File: src/rtl/comb_tap_sequencer.sv
// Purpose : sequences a shared single-port delay-line BRAM; writes each accepted sample
//           at a circular pointer, then reads one tap per configured delay and streams them.
// Latency : tap k appears 3+k cycles after the accept cycle; frame_done 3+NTAPS cycles after it.
// Backpressure: none; a sample strobe arriving while busy is dropped and flagged in sticky overrun.
// Ports   : clk/reset (sync, active-high); ready/x sample input; cfg_we/cfg_idx/cfg_delay staging
//           table write; mem_addr/mem_we/mem_din/mem_dout BRAM port (1-cycle read latency);
//           tap_valid/tap_idx/tap_data tap stream; frame_done, busy, overrun status.
module comb_tap_sequencer #(
    parameter int ADDR_W = 14,
    parameter int DEPTH  = 12000,
    parameter int NTAPS  = 10,
    parameter int DATA_W = 8
) (
    input  logic              clk,
    input  logic              reset,
    input  logic              ready,
    input  logic [DATA_W-1:0] x,
    input  logic              cfg_we,
    input  logic [3:0]        cfg_idx,
    input  logic [ADDR_W-1:0] cfg_delay,
    output logic [ADDR_W-1:0] mem_addr,
    output logic              mem_we,
    output logic [DATA_W-1:0] mem_din,
    input  logic [DATA_W-1:0] mem_dout,
    output logic              tap_valid,
    output logic [3:0]        tap_idx,
    output logic [DATA_W-1:0] tap_data,
    output logic              frame_done,
    output logic              busy,
    output logic              overrun
);

    localparam logic [ADDR_W:0]   DEPTH_X  = (ADDR_W+1)'(DEPTH);
    localparam logic [ADDR_W:0]   DEPTH_M1 = (ADDR_W+1)'(DEPTH - 1);
    localparam logic [ADDR_W-1:0] WPTR_MAX = ADDR_W'(DEPTH - 1);
    localparam logic [3:0]        LAST_K   = 4'(NTAPS - 1);

    typedef enum logic [2:0] {
        S_IDLE,
        S_WRITE,
        S_READ,
        S_DRAIN,
        S_DONE
    } state_t;

    state_t state, state_nxt;
    logic [3:0] k, k_nxt;

    logic [ADDR_W-1:0] wptr;
    logic [DATA_W-1:0] x_lat;
    logic [ADDR_W-1:0] staging [NTAPS];
    logic [ADDR_W-1:0] active  [NTAPS];

    logic [ADDR_W-1:0] addr_q;
    logic              rd_zero;     // delay of the read currently on mem_addr is 0
    logic              tap_vld_q;
    logic [3:0]        tap_idx_q;
    logic              tap_zero_q;  // tap being output bypasses the BRAM
    logic [DATA_W-1:0] tap_hold;
    logic              overrun_q;

    logic              accept;
    logic [3:0]        rd_idx;
    logic [ADDR_W-1:0] d_sel;
    logic [ADDR_W-1:0] raddr;

    // Circular read address for delay d behind write pointer w; d clamped to DEPTH-1.
    function automatic logic [ADDR_W-1:0] calc_raddr(input logic [ADDR_W-1:0] w,
                                                     input logic [ADDR_W-1:0] d);
        logic [ADDR_W:0] wx, dc, r;
        wx = {1'b0, w};
        dc = ({1'b0, d} >= DEPTH_X) ? DEPTH_M1 : {1'b0, d};
        r  = (wx >= dc) ? (wx - dc) : (wx + DEPTH_X - dc);
        return r[ADDR_W-1:0];
    endfunction

    assign accept = (state == S_IDLE) && ready;

    // The address register is loaded one cycle ahead of use: the WRITE cycle
    // loads tap 0, READ k loads tap k+1.
    assign rd_idx = (state == S_WRITE) ? 4'd0 : (k + 4'd1);

    always_comb begin
        d_sel = '0;
        for (int i = 0; i < NTAPS; i++) begin
            if (rd_idx == 4'(i)) begin
                d_sel = active[i];
            end
        end
    end

    assign raddr = calc_raddr(wptr, d_sel);

    // State register
    always_ff @(posedge clk) begin
        if (reset) begin
            state <= S_IDLE;
            k     <= 4'd0;
        end else begin
            state <= state_nxt;
            k     <= k_nxt;
        end
    end

    // Next-state logic
    always_comb begin
        state_nxt = state;
        k_nxt     = k;
        case (state)
            S_IDLE:  if (ready) state_nxt = S_WRITE;
            S_WRITE: begin
                state_nxt = S_READ;
                k_nxt     = 4'd0;
            end
            S_READ: begin
                if (k == LAST_K) state_nxt = S_DRAIN;
                else             k_nxt     = k + 4'd1;
            end
            S_DRAIN: state_nxt = S_DONE;
            S_DONE:  state_nxt = S_IDLE;
            default: state_nxt = S_IDLE;
        endcase
    end

    // Datapath registers
    always_ff @(posedge clk) begin
        if (reset) begin
            wptr       <= '0;
            x_lat      <= '0;
            addr_q     <= '0;
            rd_zero    <= 1'b0;
            tap_vld_q  <= 1'b0;
            tap_idx_q  <= 4'd0;
            tap_zero_q <= 1'b0;
            tap_hold   <= '0;
            overrun_q  <= 1'b0;
            for (int i = 0; i < NTAPS; i++) begin
                staging[i] <= '0;
                active[i]  <= '0;
            end
        end else begin
            // Staging writes with an index beyond NTAPS-1 match no entry.
            for (int i = 0; i < NTAPS; i++) begin
                if (cfg_we && (cfg_idx == 4'(i))) begin
                    staging[i] <= cfg_delay;
                end
            end

            if (accept) begin
                x_lat  <= x;
                addr_q <= wptr;
                // Snapshot sees the staging value before any coincident cfg write.
                for (int i = 0; i < NTAPS; i++) begin
                    active[i] <= staging[i];
                end
            end

            if ((state == S_WRITE) || ((state == S_READ) && (k != LAST_K))) begin
                addr_q  <= raddr;
                rd_zero <= (d_sel == '0);
            end

            tap_vld_q <= (state == S_READ);
            if (state == S_READ) begin
                tap_idx_q  <= k;
                tap_zero_q <= rd_zero;
            end

            if (tap_vld_q) begin
                tap_hold <= tap_data;
            end

            if (state == S_DONE) begin
                wptr <= (wptr == WPTR_MAX) ? '0 : (wptr + 1'b1);
            end

            if (ready && (state != S_IDLE)) begin
                overrun_q <= 1'b1;
            end
        end
    end

    // mem_dout is already registered by the BRAM, so it is passed straight through
    // while a tap is valid; tap_hold keeps the last value in between.
    assign tap_data   = tap_vld_q ? (tap_zero_q ? x_lat : mem_dout) : tap_hold;
    assign tap_valid  = tap_vld_q;
    assign tap_idx    = tap_idx_q;
    assign mem_addr   = addr_q;
    assign mem_we     = (state == S_WRITE);
    assign mem_din    = x_lat;
    assign frame_done = (state == S_DONE);
    assign busy       = (state != S_IDLE);
    assign overrun    = overrun_q;

endmodule

File: config.mk
export PLATFORM = sky130hd
export DESIGN_NAME = comb_tap_sequencer
export DESIGN_NICKNAME = d
export VERILOG_FILES = /design/src/rtl/comb_tap_sequencer.sv
export SDC_FILE = /design/constraint.sdc
export NUM_CORES = 1
export LEC_CHECK = 0
export CAP_MARGIN = 5
export CORE_ASPECT_RATIO = 1.75
export CORE_UTILIZATION = 42
export DETAILED_ROUTE_END_ITERATION = 8
export REMOVE_ABC_BUFFERS = 1
export SLEW_MARGIN = 25
export SYNTH_ARGS = -nofsm -noshare
export SYNTH_HDL_FRONTEND = slang
export SYNTH_SLANG_ARGS = --single-unit
File: constraint.sdc
create_clock -name clk -period 7 [get_ports clk]
set_input_delay 1.4 -clock clk [delete_from_list [all_inputs] [get_ports clk]]
set_output_delay 1.4 -clock clk [all_outputs]
set_load 0.02 [all_outputs]
==> parameters.txt <==
Parameter                              Value

Clock tree
  Clock Sink Count    339
  Insertion delay of the later-clocked pin in the worst-skew pair    0.58 ns
  Cts hold-fix bufs    0
  Clock root cell    sky130_fd_sc_hd__clkbuf_16
  Number of buffers created by CTS    31
  TritonCTS clock tree    yes
  Maximum level of the CTS H-tree    1
  Clock Tree Buf Depth    3
  Setup bufs post-CTS    0
  Reg clk slew, reported paths    0.07 ns

Flow run
  Maximum capacitance violations    0

Power and ir drop
  Combinational cell fraction of total power    0.167
  Internal power of the cells    3.58 mW
  Share of total power in the clock network    0.342
  Maximum ir drop on the vdd rail    177 µV
  NetSw    1.31 mW
  Switching power as a share of total power    0.268
  Sum of internal, switching and leakage power    4.90 mW
  Static leakage power    7.62 nW
  Register share of total power    0.490
  Power Density    254 mW/mm²

STA
  Final sum of negative setup slack    0 ns
  Max Clock Freq    152 MHz
  Final hold violation count    0
  Worst-Margin Slew    1.08 ns
  Max Slew Vio Count    0
  Final worst path period share    0.939
  Minimum period implied by the final worst setup slack    6.57 ns
  Final setup slack of the worst path    0.429 ns
  Worst Skew    0.0174 ns
  Setup repair after global routing missed its margin    false
  Count of endpoints failing setup in the final report    0
  Tightest slew margin relative to the limit    0.276

Synth
  Share of synthesized area spent on multiplexers    0.0319
  Dominant combinational cell family by area after synthesis    simple AND/OR/NAND/NOR gates
  Async S/R FF share, synth    0
  Xor-xnor portion of the synthesized cell area    0.0207
  Sequential element share of the synthesized area    0.569
  Compound-gate portion of the synthesized area    0.0992
  Primary FF master, synth    sky130_fd_sc_hd__edfxtp_1
  EDFF count, synth    280
  Adder-cell share of the synthesized area    0.0305
  Mapped Area    0.0168 mm²
  Mean instance size in the synthesized netlist    11.4 µm²
  Number of unique standard cell types used by synthesis    95
  Number of synthesized register bits    339
  Post-synthesis share of cell area spent on and, or, nand and nor gates    0.212
  Number of instances in the synthesized netlist    1481
  Yosys warnings    0

Placed design
  Area of placed instances    0.0183 mm²
  Place WS    0.308 ns
  Total half-perimeter wirelength after legalization and detailed placement    34100 µm
  Quantity of I/O buffers inserted on ports    76
  RePlAce Congestion    0.903

Finish
  Share of post-route cells with drive strength above 1    0.107
  Top library cells by usage in the layout, fill and taps aside    280 x sky130_fd_sc_hd__edfxtp_1, 152 x sky130_fd_sc_hd__and2_1, 150 x sky130_fd_sc_hd__and3_1
  Post-layout utilization of the core    0.490
  Final cell area excluding filler cells    0.0193 mm²
  Antenna Cells    0
  Synthesis-to-finish area growth    14.6%
  Most common cell after layout, fill and taps aside    sky130_fd_sc_hd__edfxtp_1
  Total of fill cells in the finished design    3556
  Layout net count    1619

Drt
  Vias    11520
  Number of antenna-violating nets in the routed design    0
  DRT iter0 DRCs    644
  Number of detailed-route iterations in the first pass    7
  Final routed wirelength across all metal layers    47000 µm
  Routed wire length per instance    22.9 µm
  Remaining design rule violation count    0
  Post-DR vias/cell    5.60

Min path
  Start point of the worst min-delay path    overrun
  Worst hold path type    reg -> reg

GRT
  Vias in the first global route    11656
  Initial antenna violation count    0
  Wire length of the first global-routing pass    70500 µm
  Total track usage    0.231
  Congestion Overflow GR    0
  Largest net degree at the start of global routing    106

Floorplanning
  Area of the core    0.0394 mm²
  # rows    96
  Chip Height    267 µm
  # IOs    77
  Width of the die    153 µm
  Area of the die    0.0409 mm²
  Starting density of the core    0.428

Setup path
  Critical path peak fanout    13
  WP data required    7.49 ns
  Critical setup path kind    reg -> reg
  Beginning of the critical path    k[1]
  Data arrival time of the worst path    7.06 ns
  Type of element capturing the critical path    flop
  CP startpoint kind    flop
  Worst reg2reg startpoint    k[1]
  FF-to-FF setup slack    0.43 ns

Run status
  Status    completed
-- synthesized netlist by cell type, types with 4 or more instances --
cell type,number,area (µm²)
sky130_fd_sc_hd__o211ai_1,5,37.5
sky130_fd_sc_hd__a221oi_1,12,105
sky130_fd_sc_hd__nor3b_1,4,30.0
sky130_fd_sc_hd__o21bai_1,5,37.5
sky130_fd_sc_hd__xor2_1,9,78.8
sky130_fd_sc_hd__nand2b_1,12,75.1
sky130_fd_sc_hd__and3_1,150,938
sky130_fd_sc_hd__and2_1,153,957
sky130_fd_sc_hd__o22ai_1,5,31.3
sky130_fd_sc_hd__a221oi_2,4,60.1
sky130_fd_sc_hd__nand3_1,36,180
sky130_fd_sc_hd__or3_1,8,50.1
sky130_fd_sc_hd__mux2_2,13,146
sky130_fd_sc_hd__nand3b_1,14,105
sky130_fd_sc_hd__buf_2,10,50.1
sky130_fd_sc_hd__mux2i_1,39,390
sky130_fd_sc_hd__o21ai_0,28,140
sky130_fd_sc_hd__edfxtp_1,280,8410
sky130_fd_sc_hd__nor4_1,8,50.1
sky130_fd_sc_hd__o21a_1,7,52.6
sky130_fd_sc_hd__or3b_1,4,35.0
sky130_fd_sc_hd__inv_1,48,180
sky130_fd_sc_hd__nor3_1,29,145
sky130_fd_sc_hd__ha_1,33,413
sky130_fd_sc_hd__dfxtp_1,59,1180
sky130_fd_sc_hd__a31oi_1,9,56.3
sky130_fd_sc_hd__a21o_1,5,37.5
sky130_fd_sc_hd__buf_4,6,45.0
sky130_fd_sc_hd__buf_1,5,18.8
sky130_fd_sc_hd__a31o_2,5,43.8
sky130_fd_sc_hd__xnor2_1,27,236
sky130_fd_sc_hd__nand2_1,98,368
sky130_fd_sc_hd__a32o_1,4,40.0
sky130_fd_sc_hd__a22oi_1,5,37.5
sky130_fd_sc_hd__nand4b_1,5,43.8
sky130_fd_sc_hd__a21oi_1,78,390
sky130_fd_sc_hd__nor2_1,87,327
sky130_fd_sc_hd__fa_1,5,100
sky130_fd_sc_hd__clkbuf_1,74,278
sky130_fd_sc_hd__or2_2,4,25.0
sky130_fd_sc_hd__nand4_1,10,62.6
-- kinds of logic after synthesis --
kind of cell,after synthesis
adders and majority gates,38
xor gates and xnor gates,38
and+or+nand+nor,639
buffers and inverters,149
muxes,52
AOI/OAI and AO/OA,226
DFF,339
-- worst paths after layout --
kind                       end  cells past startpoint
setup / recovery  mem_addr[13]                     27
hold / removal         overrun                      2
setup reg to reg  mem_addr[13]                     27
hold reg to reg        overrun                      2
-- final cells by class --
class / instances / area [µm²] / share of cell area
flip-flops and latches: 339 / 9590 / 0.497
inverters: 51 / 195 / 0.0101
clock buffers: 36 / 795 / 0.0412
multi-input cells: 993 / 6740 / 0.349
repair buffers: 127 / 1180 / 0.0609
well taps: 490 / 613 / 0.0318
clock inverters: 21 / 195 / 0.0101
-- flip-flops by register name, summed over array words and instances (netlist names), 3 cells and up --
name	count
active	140
staging	140
mem_addr	14
wptr	14
mem_din	8
tap_hold	8
k	4
tap_idx	4
state	3
-- power by group through the flow --
stage / sequential (mW) / clock (mW) / combinational (mW)
6_report: 2.40 / 1.68 / 0.820
5_1_grt: 2.41 / 1.78 / 0.893
4_1_cts: 2.40 / 1.71 / 0.825
3_5_place_dp: 2.45 / 0 / 0.822
3_3_place_gp: 2.44 / 0 / 0.816
2_1_floorplan: 2.44 / 0 / 0.502
-- timing repair --
item	4_1_cts	5_1_grt
hold endpoints to repair	0	0
gates resized for setup	0	8
setup endpoints to repair	0	1
-- critical path, cell delays in order (launching register included) --
cell	delay, ns
sky130_fd_sc_hd__dfxtp_1	0.33
sky130_fd_sc_hd__buf_4	0.20
sky130_fd_sc_hd__ha_2	0.33
sky130_fd_sc_hd__buf_4	0.20
sky130_fd_sc_hd__or3b_1	0.39
sky130_fd_sc_hd__a311oi_4	0.45
sky130_fd_sc_hd__a221o_2	0.20
sky130_fd_sc_hd__a211oi_2	0.05
sky130_fd_sc_hd__o211ai_4	0.20
sky130_fd_sc_hd__a21bo_4	0.27
sky130_fd_sc_hd__or4b_4	0.61
sky130_fd_sc_hd__nand2_1	0.12
sky130_fd_sc_hd__ha_1	0.16
sky130_fd_sc_hd__inv_1	0.04
sky130_fd_sc_hd__ha_1	0.20
sky130_fd_sc_hd__fa_1	0.41
sky130_fd_sc_hd__a21o_1	0.18
sky130_fd_sc_hd__a21oi_1	0.24
sky130_fd_sc_hd__o21bai_1	0.10
sky130_fd_sc_hd__a21oi_1	0.31
sky130_fd_sc_hd__o21ai_0	0.15
sky130_fd_sc_hd__a21oi_1	0.25
sky130_fd_sc_hd__nor2_1	0.07
sky130_fd_sc_hd__o21a_1	0.20
sky130_fd_sc_hd__o41ai_1	0.31
sky130_fd_sc_hd__xnor2_1	0.17
sky130_fd_sc_hd__a21oi_1	0.09
sky130_fd_sc_hd__a221oi_1	0.27
-- metrics by stage --
step | hold WS (ns) | cells
2_1_floorplan | 0.453 | 1383
3_3_place_gp | 0.452 | 1999
3_5_place_dp | 0.454 | 1999
4_1_cts | 0.470 | 2056
5_1_grt | 0.488 | 2057
6_report | 0.465 | 2057
-- layer usage --
layer | up-vias | routed length [µm] | track usage
met5 | - | 0 | 0
met4 | 0 | 2080 | 0.103
met3 | 104 | 1620 | 0.0198
met2 | 286 | 26700 | 0.469
met1 | 5606 | 16600 | 0.236
li1 | 5524 | - | -
No activity file was read; power rests on OpenSTA's default activity.
